`config.mk`:
```
export PLATFORM = sky130hd
export DESIGN_NAME = paddle_ctrl
export DESIGN_NICKNAME = d
export VERILOG_FILES = /design/src/rtl/paddle_ctrl.sv
export SDC_FILE = /design/constraint.sdc
export NUM_CORES = 1
export LEC_CHECK = 0
export BUFFER_PORTS_ARGS = -buffer_cell sky130_fd_sc_hd__buf_4
export CAP_MARGIN = 20
export CORE_ASPECT_RATIO = 1.1
export CORE_UTILIZATION = 50
export CTS_BUF_LIST = sky130_fd_sc_hd__clkbuf_8
export DETAILED_ROUTE_END_ITERATION = 6
export PLACE_DENSITY = 0.7
export REMOVE_ABC_BUFFERS = 1
export SETUP_SLACK_MARGIN = 0.02
export SLEW_MARGIN = 10
export SYNTH_ARGS = -nofsm -noshare
export SYNTH_HDL_FRONTEND = slang
export SYNTH_SLANG_ARGS = --single-unit
```
`constraint.sdc`:
```
create_clock -name clk -period 7.9 [get_ports clk]
set_input_delay 0.79 -clock clk [delete_from_list [all_inputs] [get_ports clk]]
set_output_delay 0.79 -clock clk [all_outputs]
set_load 0.005 [all_outputs]
```
`src/rtl/paddle_ctrl.sv`:
```
// Vertical paddle controller for one Pong player.
// Manual mode: synchronised buttons with press-to-move and hold auto-repeat.
// Auto mode: the paddle steps toward target_y once per tracking period.
// The position is clamped to [0, SCREEN_H - PADDLE_H] and never wraps.
module paddle_ctrl #(
    parameter int unsigned Y_W           = 10,
    parameter int unsigned SCREEN_H      = 480,
    parameter int unsigned PADDLE_H      = 120,
    parameter int unsigned STEP          = 20,
    parameter int unsigned Y_RESET       = 180,
    parameter int unsigned REPEAT_DLY    = 5000000,
    parameter int unsigned REPEAT_PERIOD = 2500000,
    parameter int unsigned TRACK_PERIOD  = 2500000,
    parameter int unsigned DEADBAND      = 8
) (
    input  logic           clk,
    input  logic           reset,
    input  logic           enable,
    input  logic           mode,
    input  logic           btn_inc,
    input  logic           btn_dec,
    input  logic [Y_W-1:0] target_y,
    input  logic           recenter,
    output logic [Y_W-1:0] paddle_y,
    output logic           moved,
    output logic           at_top,
    output logic           at_bottom
);

    localparam int unsigned YMAX    = SCREEN_H - PADDLE_H;
    localparam int unsigned CNT_MAX = (REPEAT_DLY > REPEAT_PERIOD) ? REPEAT_DLY : REPEAT_PERIOD;
    localparam int unsigned CNT_W   = $clog2(CNT_MAX);
    localparam int unsigned TCNT_W  = $clog2(TRACK_PERIOD);

    // Two guard bits so sums and centre comparisons cannot overflow.
    localparam logic [Y_W+1:0] STEP_X = (Y_W+2)'(STEP);
    localparam logic [Y_W+1:0] YMAX_X = (Y_W+2)'(YMAX);
    localparam logic [Y_W+1:0] HALF_X = (Y_W+2)'(PADDLE_H / 2);
    localparam logic [Y_W+1:0] DB_X   = (Y_W+2)'(DEADBAND);

    localparam logic [CNT_W-1:0]  DLY_LAST  = CNT_W'(REPEAT_DLY - 1);
    localparam logic [CNT_W-1:0]  PER_LAST  = CNT_W'(REPEAT_PERIOD - 1);
    localparam logic [TCNT_W-1:0] TRK_LAST  = TCNT_W'(TRACK_PERIOD - 1);
    localparam logic [Y_W-1:0]    Y_RESET_V = Y_W'(Y_RESET);
    localparam logic [Y_W-1:0]    YMAX_V    = Y_W'(YMAX);
    localparam logic [Y_W-1:0]    STEP_V    = Y_W'(STEP);

    typedef enum logic [1:0] {StIdle, StHold, StRepeat} state_e;

    logic              inc_meta_q, inc_s_q, dec_meta_q, dec_s_q;
    logic              mode_q;
    state_e            state_q, state_d;
    logic              dir_q, dir_d;          // 1 = held direction is inc
    logic [CNT_W-1:0]  cnt_q, cnt_d;
    logic [TCNT_W-1:0] tcnt_q, tcnt_d;
    logic [Y_W-1:0]    y_q, y_d;
    logic              moved_q, at_top_q, at_bottom_q;

    logic              dir_inc, dir_dec, still_held;
    logic              go_inc, go_dec;
    logic [Y_W+1:0]    y_x, sum_x, centre_x, tgt_x;
    logic [Y_W-1:0]    y_inc, y_dec;
    logic              want_inc, want_dec;

    assign dir_inc    = inc_s_q & ~dec_s_q;
    assign dir_dec    = dec_s_q & ~inc_s_q;
    assign still_held = dir_q ? dir_inc : dir_dec;

    assign y_x      = {2'b00, y_q};
    assign sum_x    = y_x + STEP_X;
    assign y_inc    = (sum_x > YMAX_X) ? YMAX_V : (y_q + STEP_V);
    assign y_dec    = (y_x < STEP_X) ? '0 : (y_q - STEP_V);
    assign centre_x = y_x + HALF_X;
    assign tgt_x    = {2'b00, target_y};
    assign want_inc = tgt_x > (centre_x + DB_X);
    assign want_dec = (tgt_x + DB_X) < centre_x;

    // Control: priority recenter > enable low > mode change > auto/manual move.
    always_comb begin
        state_d = state_q;
        dir_d   = dir_q;
        cnt_d   = cnt_q;
        tcnt_d  = '0;
        go_inc  = 1'b0;
        go_dec  = 1'b0;
        if (recenter || !enable || (mode != mode_q)) begin
            state_d = StIdle;
            cnt_d   = '0;
        end else if (mode) begin
            state_d = StIdle;
            cnt_d   = '0;
            if (tcnt_q == TRK_LAST) begin
                go_inc = want_inc;
                go_dec = want_dec;
            end else begin
                tcnt_d = tcnt_q + 1'b1;
            end
        end else begin
            unique case (state_q)
                StIdle: begin
                    cnt_d = '0;
                    if (dir_inc || dir_dec) begin
                        go_inc  = dir_inc;
                        go_dec  = dir_dec;
                        dir_d   = dir_inc;
                        state_d = StHold;
                    end
                end
                StHold: begin
                    if (!still_held) begin
                        state_d = StIdle;
                        cnt_d   = '0;
                    end else if (cnt_q == DLY_LAST) begin
                        go_inc  = dir_q;
                        go_dec  = ~dir_q;
                        cnt_d   = '0;
                        state_d = StRepeat;
                    end else begin
                        cnt_d = cnt_q + 1'b1;
                    end
                end
                StRepeat: begin
                    if (!still_held) begin
                        state_d = StIdle;
                        cnt_d   = '0;
                    end else if (cnt_q == PER_LAST) begin
                        go_inc = dir_q;
                        go_dec = ~dir_q;
                        cnt_d  = '0;
                    end else begin
                        cnt_d = cnt_q + 1'b1;
                    end
                end
                default: begin
                    state_d = StIdle;
                    cnt_d   = '0;
                end
            endcase
        end
    end

    // Datapath: next paddle position; moves at a limit leave it unchanged.
    always_comb begin
        y_d = y_q;
        if (recenter) begin
            y_d = Y_RESET_V;
        end else if (go_inc) begin
            y_d = y_inc;
        end else if (go_dec) begin
            y_d = y_dec;
        end
    end

    // State, synchronisers and registered outputs.
    always_ff @(posedge clk or negedge reset) begin
        if (!reset) begin
            inc_meta_q  <= 1'b0;
            inc_s_q     <= 1'b0;
            dec_meta_q  <= 1'b0;
            dec_s_q     <= 1'b0;
            mode_q      <= 1'b0;
            state_q     <= StIdle;
            dir_q       <= 1'b0;
            cnt_q       <= '0;
            tcnt_q      <= '0;
            y_q         <= Y_RESET_V;
            moved_q     <= 1'b0;
            at_top_q    <= (Y_RESET == 0);
            at_bottom_q <= (Y_RESET == YMAX);
        end else begin
            inc_meta_q  <= btn_inc;
            inc_s_q     <= inc_meta_q;
            dec_meta_q  <= btn_dec;
            dec_s_q     <= dec_meta_q;
            mode_q      <= mode;
            state_q     <= state_d;
            dir_q       <= dir_d;
            cnt_q       <= cnt_d;
            tcnt_q      <= tcnt_d;
            y_q         <= y_d;
            moved_q     <= (y_d != y_q);
            at_top_q    <= (y_d == '0);
            at_bottom_q <= (y_d == YMAX_V);
        end
    end

    assign paddle_y  = y_q;
    assign moved     = moved_q;
    assign at_top    = at_top_q;
    assign at_bottom = at_bottom_q;

endmodule

```
# Yosys cells after proc, flatten, opt, wreduce, memory -nomap -nowiden
# Index checks and enable logic that the tools add are counted.
# word_totals
ff_bits,66
word_cells,92
# classes
n_lt_le_gt_ge,4
n_mux,41
n_reduce_logical,8
add_sub_neg,8
bitwise,7
n_eq_ne,11
# op_table
op,n
2-to-1 mux 23 bit,6
2-to-1 mux 22 bit,3
2-to-1 mux 10 bit,5
case mux 23 bit (2 select lines),1
"adder 23 x 1 -> 23 bit, second input constant",1
"equality test 23 x 22 -> 1 bit, second input constant",1
"equality test 23 bit, second input constant",1
"adder 22 x 1 -> 22 bit, second input constant",1
"equality test 22 bit, second input constant",1
2-to-1 mux 1 bit,17
"adder 11 x 4 -> 12 bit, second input constant",1
greater-than comparator 10 x 12 -> 1 bit,1
2-to-1 mux 2 bit,6
"adder 10 x 4 -> 11 bit, second input constant",1
"adder 10 x 5 -> 11 bit, second input constant",1
"adder 10 x 6 -> 11 bit, second input constant",1
"greater-than comparator 11 x 9 -> 1 bit, second input constant",1
< comparator 11 bit,1
"adder 10 x 5 -> 10 bit, second input constant",1
"equality test 10 x 9 -> 1 bit, second input constant",1
logical NOT 10 bit,1
"< comparator 10 x 5 -> 1 bit, second input constant",1
inequality test 10 bit,1
"subtractor 10 x 5 -> 10 bit, second input constant",1
other kinds (14),23

# Logic depth before layout (Yosys ltp)
# Gate-level depths: netlist (run 1).
# logic_depth
depth_word,11
ltp_mapped,21
mapped_depth_nobuf,19

# Worst setup path before layout (run 1)
# OpenSTA, ideal clock, no wires.
# synth_timing
path_type,reg-to-reg
from,"register y_q[2], in the netlist paddle_y[2]"
to,"register moved_q, in the netlist moved"
t_required_ns,7.761
arrival_ns,4.210
path_buffers,2
stages_incl_launch_ff,21
period_less_slack_ns,4.348
setup_ns,0.139
setup_slack_ns,3.552
cell_sequence,dfstp_2 buf_4 inv_1 ha_1 nor2b_1 or2_2 ha_1 nand3b_1 nor3_1 xor2_1 ha_1 nand4_1 nor2_1 o21a_1 nor2_1 a221oi_2 or2_1 buf_4 nor3_1 or4_1 or4_1
# synth_between
elab_chain_len,9
word_cells_on_any_way,21
# synth_rtl
item,line_no,source
from (decl),56,"logic [Y_W-1:0] y_q, y_d;"
from (signal assigned),180,y_q <= y_d;
adder 10 x 6 -> 11 bit,73,assign centre_x = y_x + HALF_X;
adder 11 x 4 -> 12 bit or < comparator 11 bit (tied branches),"75, 76",
greater-than comparator 10 x 12 -> 1 bit or 2-to-1 mux 1 bit (tied branches),"75, 92",
2-to-1 mux 1 bit (on tied branches),"92, 89",
2-to-1 mux 1 bit (on tied branches),"89, 86",
2-to-1 mux 1 bit or 2-to-1 mux 10 bit (tied branches),"86, 149",
2-to-1 mux 10 bit,147,end else if (go_inc) begin
2-to-1 mux 10 bit,145,if (recenter) begin
inequality test 10 bit *,181,moved_q <= (y_d != y_q);
to (signal assigned),181,
to (decl),57,"logic moved_q, at_top_q, at_bottom_q;"
# Mark *: on every way between the ends. The rest lies on a longest branch, timed or not.
# A chain may end at the register's enable or synchronous reset.

# Worst setup path in the final report (run 1)
# Ends and elaborated chain as after synthesis.

==> run summary, run 1 <==
The via count of the first global-routing pass came out at 3,755. The die area came out at 9770 um^2. The power consumption came out at 0.780 mW. The endpoint arrival time on the critical path is 5170 ps. The top-area cell type share of the netlist area came out at 33.1%. The data required time of the critical path is 8130 ps.

Dividing the detail-routed wire length by the instance count gives 15.7 um. The largest fanout on the critical path is 17. Gates resized during post-CTS repair numbered 0. After detailed routing, the number of vias per cell comes to 5.78.

The number of DRC markers in iteration 0 came out at 137. The number of max-slew violations in the final report came out at 0. The area taken by flip-flops and latches came out at 1660 um^2. TritonCTS built the clock tree.

The detailed-placement wirelength estimate came out at 7.76 mm. The final count of negative-setup-slack endpoints is 0. The count of warnings emitted by yosys is 0. The residual antenna-violating net count after detailed routing is 0. The buffer cell driving the clock tree root is sky130_fd_sc_hd__clkbuf_8. The count of hold buffers inserted by post-cts repair is 0. In this run, CTS created clock tree buffers numbering 9.

In this run the tightest slew margin relative to its limit is 42.4%. The vertical die dimension is 104 um. The first-pass iteration count of the detailed router came out at 5. The maximum number of buffers from clock root to sink is 2. CTS saw 66 sinks.

sky130_fd_sc_hd__dfrtp_1 takes more of the synthesized area than any other cell. The count of standard-cell rows is 36. The layout overhead on the synthesized area came out at 10.9%. The number of buffers inserted by post-CTS setup repair came out at 0. The sequential fraction of the synthesis area came out at 35.3%. The width of the die is 94.3 um. During I/O placement, the number of pins put on the boundary was 30. The maximum resistive drop on vdd is 0.000124 V.

The worst setup path is launched from a flop. The number of antenna violations at the first check in global routing is 0. Leaving out fill and tap cells, the most frequent cells in the layout are 75 x sky130_fd_sc_hd__nor2_1, 62 x sky130_fd_sc_hd__dfrtp_1, 48 x sky130_fd_sc_hd__nand2_1.

The effective utilization at floorplan came out at 52.3%. The port buffer count came out at 29. The clock input transition at the sequential cells of the worst setup and hold paths came out at 80 ps. The post-detailed-route DRC marker count is 0. The count of flip-flops with a built-in enable after synthesis is 0. Leaving out fill and tap cells, the most frequent cell in the layout is sky130_fd_sc_hd__nor2_1. Hold is met by 359 ps. The number of antenna diodes is 0.

In the final layout, the share of cells above drive strength 1 is 12.9%. The run finished with clean final reports. The worst path in the final design needs a cycle of 4950 ps, including I/O delays and setup.

The largest net degree at the start of global routing came out at 67. Across the run, the number of max-cap violations was 0. The worst setup path is of the reg -> reg kind. The final wirelength is 10.6 mm. Sorting the synthesized cells by area gives the leading types as sky130_fd_sc_hd__dfrtp_1 33%, sky130_fd_sc_hd__ha_1 8.3%, sky130_fd_sc_hd__xor2_1 6.2%, sky130_fd_sc_hd__nor2_1 6.0%, sky130_fd_sc_hd__xnor2_1 4.9%. The register bit total from synthesis is 66. The kind of end point of the critical path is a flop. The number of vias after detailed routing is 3,895.

The distinct cell type count after synthesis is 72. Setup repair after global routing left no endpoint under its margin. The synthesized instance count is 537. The global-route usage over all layers came out at 23.0%.

At the pin with the least slew margin, the transition time is 862 ps. In the synthesized netlist the dominant register cell turns out to be sky130_fd_sc_hd__dfrtp_1. The H-tree was split into 3 levels. The post-route clock period utilization is 62.6%.

The post-route setup TNS came out at 0 ps. The worst-case clock skew is 14.1 ps. The global-route wire length before repair came out at 17.8 mm. For this run, the post-layout net count is 603. The maximum clock rate came out at 202 MHz. Global routing finished with a remaining overflow of 0. The netlist area before placement is 4690 um^2. The count of fill cells added during filler insertion came out at 784.

The area used by multi-input combinational logic is 2830 um^2. The tightest min-delay check is of the reg -> reg type. The floorplan step defined a core boundary enclosing 8960 um^2.

The static leakage power is 2.21 nW. For this run, asynchronously set or reset flops after synthesis account for 100%. The count of endpoints failing hold in the final timing report was 0. The weighted congestion reported at the end of routability-driven placement is 0.951.

The average instance area after synthesis came out at 8.73 um^2. The power density relative to cell area came out at 150 nW/um^2. The clock insertion delay at the later pin of the skew report is 350 ps.
-- kinds of logic (layout without fill, tap and decap cells) --
kind of cell	Yosys count	count (layout)	share of synthesized area, %
AND/OR/NAND/NOR	248	248	27.7
flip-flops	66	66	35.3
AO/OA/AOI/OAI	86	86	12.6
XOR/XNOR	60	60	11.4
multiplexers	2	2	0.427
adder cells (fa/ha/maj)	31	31	8.27
buffers and inverters	44	67	4.24
-- worst paths after layout --
check | from | endpoint | slack (ps) | cells after the start
min in group asynchronous | reset | tcnt_q[19] | 550 | 1
max | paddle_y[2] | moved | 2950 | 18
max in group asynchronous | reset | cnt_q[15] | 6820 | 1
min | dec_meta_q | dec_s_q | 360 | 0
max reg2reg | paddle_y[2] | moved | 2950 | 18
min reg2reg | dec_meta_q | dec_s_q | 360 | 0
-- report_power, final --
part / internal, mW / total, mW / switching [mW] / leakage, nW
sequential: 0.342 / 0.348 / 0.00571 / 0.893
combinational: 0.0250 / 0.0613 / 0.0362 / 1.19
clock: 0.241 / 0.371 / 0.129 / 0.129
total: 0.609 / 0.780 / 0.171 / 2.21
-- layer usage --
| layer | global-route usage, % | vias to the layer above | wire length [um] |
|---|---|---|---|
| li1 | - | 1919 | - |
| met1 | 29.8 | 1849 | 4650 |
| met2 | 37.0 | 100 | 5200 |
| met3 | 4.26 | 27 | 437 |
| met4 | 10.4 | 0 | 281 |
| met5 | 0 | - | 0 |
-- final cells by class --
class	instances	share of cell area [%]
Tap cell	114	2.74
Sequential cell	66	31.9
Clock inverter	7	2.72
Clock buffer	9	2.38
Inverter	22	1.59
Multi-Input combinational cell	427	54.5
Timing Repair Buffer	29	4.19
-- per-stage QoR --
step | utilization (%) | setup slack, ps | cells | cell area, um^2
finish | 58.0 | 2950 | 674 | 5200
global route | 58.0 | 2710 | 674 | 5200
CTS | 58.0 | 3000 | 674 | 5200
detailed placement | 55.0 | 3020 | 658 | 4930
global placement | 55.0 | 3140 | 658 | 4930
floorplan | - | 3480 | 515 | 4570
-- synth_stat cells (all sizes together) (6+ instances only) --
cell type / instances
dfrtp: 62
nor3: 15
o21ai: 21
xnor2: 27
nor4b: 6
ha: 31
nor2b: 7
clkbuf: 8
inv: 21
xor2: 33
nand4: 14
nand2: 49
and3: 11
nand3: 27
a21oi: 23
buf: 14
nor2: 76
-- state kept, by name, summed over array words and instances (netlist names) --
register,flops
cnt_q,23
tcnt_q,22
paddle_y,10
state_q,2
at_bottom,1
at_top,1
dec_meta_q,1
dec_s_q,1
dir_q,1
inc_meta_q,1
inc_s_q,1
mode_q,1
moved,1
-- worst max-delay path: stages, from the launching register on --
cell,delay (ps)
sky130_fd_sc_hd__dfstp_2,710
sky130_fd_sc_hd__inv_1,130
sky130_fd_sc_hd__ha_1,270
sky130_fd_sc_hd__nor2b_1,150
sky130_fd_sc_hd__or2_2,300
sky130_fd_sc_hd__ha_1,230
sky130_fd_sc_hd__nand3b_1,130
sky130_fd_sc_hd__nor3_1,70
sky130_fd_sc_hd__xor2_1,160
sky130_fd_sc_hd__ha_1,310
sky130_fd_sc_hd__nand4_1,110
sky130_fd_sc_hd__nor2_1,150
sky130_fd_sc_hd__o21a_1,150
sky130_fd_sc_hd__nor2_1,50
sky130_fd_sc_hd__a221oi_2,410
sky130_fd_sc_hd__o21ba_2,380
sky130_fd_sc_hd__a221oi_2,120
sky130_fd_sc_hd__or4_1,510
sky130_fd_sc_hd__or4_1,470
Note: power is estimated with default switching activity, not from simulation.
==> inputs of run 2 (changes only) <==
--- a/config.mk
+++ b/config.mk
@@ -5,6 +5,7 @@
 export SDC_FILE = /design/constraint.sdc
 export NUM_CORES = 1
 export LEC_CHECK = 0
+export ABC_AREA = 1
 export BUFFER_PORTS_ARGS = -buffer_cell sky130_fd_sc_hd__buf_4
 export CAP_MARGIN = 20
 export CORE_ASPECT_RATIO = 1.1
==> constraint.sdc (replaced) <==
create_clock -name clk -period 5 [get_ports clk]
set_input_delay 0.5 -clock clk [delete_from_list [all_inputs] [get_ports clk]]
set_output_delay 0.5 -clock clk [all_outputs]
set_load 0.005 [all_outputs]
==> run summary, run 2 <==
The buffer cell driving the clock tree root is sky130_fd_sc_hd__clkbuf_8. The adder and majority cell fraction of the synthesized area came out at 7.78%. The wire length per cell came out at 12.9 um. The critical path class is reg -> reg. The final layout contains routed wiring with a total length of 11.2 mm. Detailed routing inserted a total of 4,631 vias. The net count of the finished layout is 796.

After legalization and detailed placement, the total HPWL measured 8.77 mm. Routability-driven placement finished with a final weighted congestion of 0.929. At the worst endpoint, the arrival time is 4250 ps. The part of the total power dissipated in the clock network is 35.9%.

After global routing the overflow that remains totals 0. Across the VDD grid, the largest voltage drop is 0.000162 V. The number of antenna violations at the first check in global routing is 0. The average instance area after synthesis came out at 6.95 um^2. The number of DRC markers in iteration 0 came out at 206. The area inside the core boundary came out at 9540 um^2. In this run the power spent charging and discharging nets is 0.347 mW.

Counting flops with a built-in enable in the synthesized netlist gives 0. The worst register-to-register path ends at at_top. The combinational share of power came out at 17.2%. Measured along the y axis, the die boundary spans 107 um. The layout has 929 filler cells. For this run, the leading register cell type out of synthesis is sky130_fd_sc_hd__dfrtp_1. The fraction of the mapped netlist area in compound gates is 6.97%. The distinct cell type count after synthesis came out at 42. The shortest clock period the worst path allows after layout is 3970 ps.

Leaving out fill and tap cells, the most frequent cells in the layout are 158 x sky130_fd_sc_hd__nand2_1, 109 x sky130_fd_sc_hd__nor2_1, 101 x sky130_fd_sc_hd__inv_1. The effective utilization at floorplan came out at 52.3%. The flip-flop count of the largest register after layout came out at 23. By area the synthesized netlist is led by sky130_fd_sc_hd__dfrtp_1 31%, sky130_fd_sc_hd__nand2_1 12%, sky130_fd_sc_hd__nor2_1 8.2%, sky130_fd_sc_hd__ha_1 7.8%, sky130_fd_sc_hd__inv_1 7.5%. The residual antenna-violating net count after detailed routing came out at 0. The worst reg-to-reg path cell count is 27. During placement, the flow inserted port buffers numbering 29. The maximum clock rate is 252 MHz. The maximum single-stage delay on the critical path came out at 640 ps. The largest fanout on the critical path is 12. The clock insertion delay at the later pin of the skew report is 350 ps.

The core occupancy in the finished layout is 57.4%. The number of setup buffers added after CTS is 0. The power density relative to cell area came out at 218 nW/um^2. The number of clock sinks came out at 66. The post-route clock period utilization came out at 79.4%. In the post-synthesis netlist, the cell with the most instances is sky130_fd_sc_hd__nand2_1.

Counting instances in the post-synthesis netlist gives the leading cell types as 158 x sky130_fd_sc_hd__nand2_1, 109 x sky130_fd_sc_hd__nor2_1, 100 x sky130_fd_sc_hd__inv_1, 62 x sky130_fd_sc_hd__dfrtp_1, 56 x sky130_fd_sc_hd__nand3_1. The first global-routing pass estimated 19.1 mm of wire. The static leakage power is 2.67 nW.

The count of standard-cell rows came out at 37. The cell count after placement came out at 854. The clock input transition at the sequential cells of the worst setup and hold paths came out at 70 ps.

The commonest non-fill, non-tap cell in the layout is sky130_fd_sc_hd__nand2_1. The count of hold buffers inserted by post-cts repair came out at 0. After synthesis the cells add up to 4990 um^2.

The first-pass iteration count of the detailed router is 5. The internal portion of the total power is 0.846 mW. The fraction of final layout cells with drive strength greater than 1 came out at 12.6%. The number of antenna diodes in the final layout is 0.

The transition at the pin with the smallest max-transition slack came out at 866 ps. After synthesis, the share of cell area in mux cells is 0.226%. The share of synthesized registers carrying an async set or reset is 100%. The final count of negative-setup-slack endpoints is 0. The worst-case clock skew came out at 5.43 ps. The post-detailed-route via-to-cell ratio is 5.32.

TritonCTS built the clock tree. The longest clock path from root to sink contains 2 buffers. For this run, design rule violations remaining after detail routing come to 0. The number of max-slew violations in the final report is 0. The slowest stage of the critical path belongs to the cell sky130_fd_sc_hd__dfstp_2. The synthesized instance count is 718. Ranked by flip-flop count, first place goes to cnt_q. The data required time of the critical path came out at 5280 ps. The synthesized design contains 66 register bits. After synthesis, the largest family of logic cells by area is simple AND/OR/NAND/NOR gates. The width of the die came out at 97.2 um. The H-tree was split into 3 levels. The largest net degree at the start of global routing is 67. The count of pins on the block boundary came out at 30.

The count of warnings emitted by yosys came out at 0. The sequential fraction of the synthesis area came out at 33.2%. Setup slack on the worst reg-to-reg path comes out at 1030 ps. The tightest slew margin relative to the limit is 42.1%. The sequential power share came out at 46.8%. The count of endpoints failing hold in the final timing report is 0. The synthesized design devotes to its leading area cell type 31.1% of total area. The flow ran to the end, and the final reports show no timing, DRC or antenna violations. The layout overhead on the synthesized area came out at 9.78%. The kind of end point of the critical path is a flop. The die area came out at 10,400 um^2. For this run, the total global-route usage over all layers was measured as 22.7%. The area share of and/or/nand/nor cells after synthesis came out at 37.1%.

The count of placed standard cells in the final layout, fillers left out came out at 870. The worst hold-check slack came out at 229 ps. The via count of the first global-routing pass came to 4,351. Post-CTS repair changed the size of 0 cells. In the final timing run, aggregate negative setup slack is 0 ps. sky130_fd_sc_hd__dfrtp_1 takes more of the synthesized area than any other cell. The power consumption came out at 1.19 mW.

The synthesized netlist devotes 4.87% of its cell area to XOR and XNOR gates. The worst register-to-register path begins at paddle_y[2]. Across the run, the number of max-cap violations was 0. The sort of element at the start of the critical path is a flop. The class of the most critical hold timing path is in -> async. The number of buffers created by CTS is 9. Net switching is 29.1% of the power. Setup repair after global routing left no endpoint under its margin.
-- run 2: cells by family after synthesis --
logic type | Yosys count
and+or+nand+nor | 409
buffers and inverters | 123
DFF | 66
AOI/OAI and AO/OA | 62
adders and majority gates | 31
xor gates and xnor gates | 26
muxes | 1
-- run 2: layout make-up --
type / count / area (um^2) / share of cell area [%]
Multi-Input combinational cell: 529 / 2840 / 51.9
Sequential cell: 66 / 1660 / 30.2
Tap cell: 117 / 146 / 2.67
Inverter: 113 / 428 / 7.81
Clock buffer: 9 / 124 / 2.26
Timing Repair Buffer: 29 / 218 / 3.98
Clock inverter: 7 / 61.3 / 1.12
-- run 2: worst max path at each step --
| stage | from | to | slack (ps) | depth (start not counted) |
|---|---|---|---|---|
| floorplan | paddle_y[2] | moved | 1410 | 29 |
| global placement | paddle_y[2] | moved | 1180 | 29 |
| detailed placement | paddle_y[2] | at_top | 1030 | 27 |
| CTS | paddle_y[2] | at_top | 1010 | 27 |
| global route | paddle_y[2] | moved | 650 | 29 |
| finish | paddle_y[2] | at_top | 1030 | 27 |
-- run 2: routing by layer --
layer | global-route usage (%) | share of wire [%] | vias to the layer above | wire length (um)
li1 | - | - | 2368 | -
met1 | 27.9 | 44 | 2130 | 4970
met2 | 38.6 | 49 | 110 | 5480
met3 | 2.61 | 4.1 | 23 | 456
met4 | 13.1 | 2.8 | 0 | 319
met5 | 0 | 0 | - | 0
-- run 2: stage by stage --
stage | cell area [um^2] | worst slack (ps)
floorplan | 4930 | 1410
global placement | 5290 | 1180
detailed placement | 5290 | 1030
CTS | 5480 | 1010
global route | 5480 | 650
finish | 5480 | 1030
-- run 2: worst max-delay path: cells and delay by family (launching register included) --
family	cells	cell delay, ps
AND/OR/NAND/NOR	18	2030
adder cells (fa/ha/maj)	3	680
flip-flops	1	640
buffers and inverters	5	390
XOR/XNOR	1	170
-- run 2: power groups by stage --
| stage | logic, mW | registers (mW) | clock network [mW] |
|---|---|---|---|
| 6_report | 0.205 | 0.559 | 0.429 |
| 3_5_place_dp | 0.206 | 0.569 | 0 |
| 4_1_cts | 0.207 | 0.559 | 0.442 |
| 5_1_grt | 0.234 | 0.560 | 0.461 |
| 3_3_place_gp | 0.203 | 0.568 | 0 |
| 2_1_floorplan | 0.138 | 0.565 | 0 |
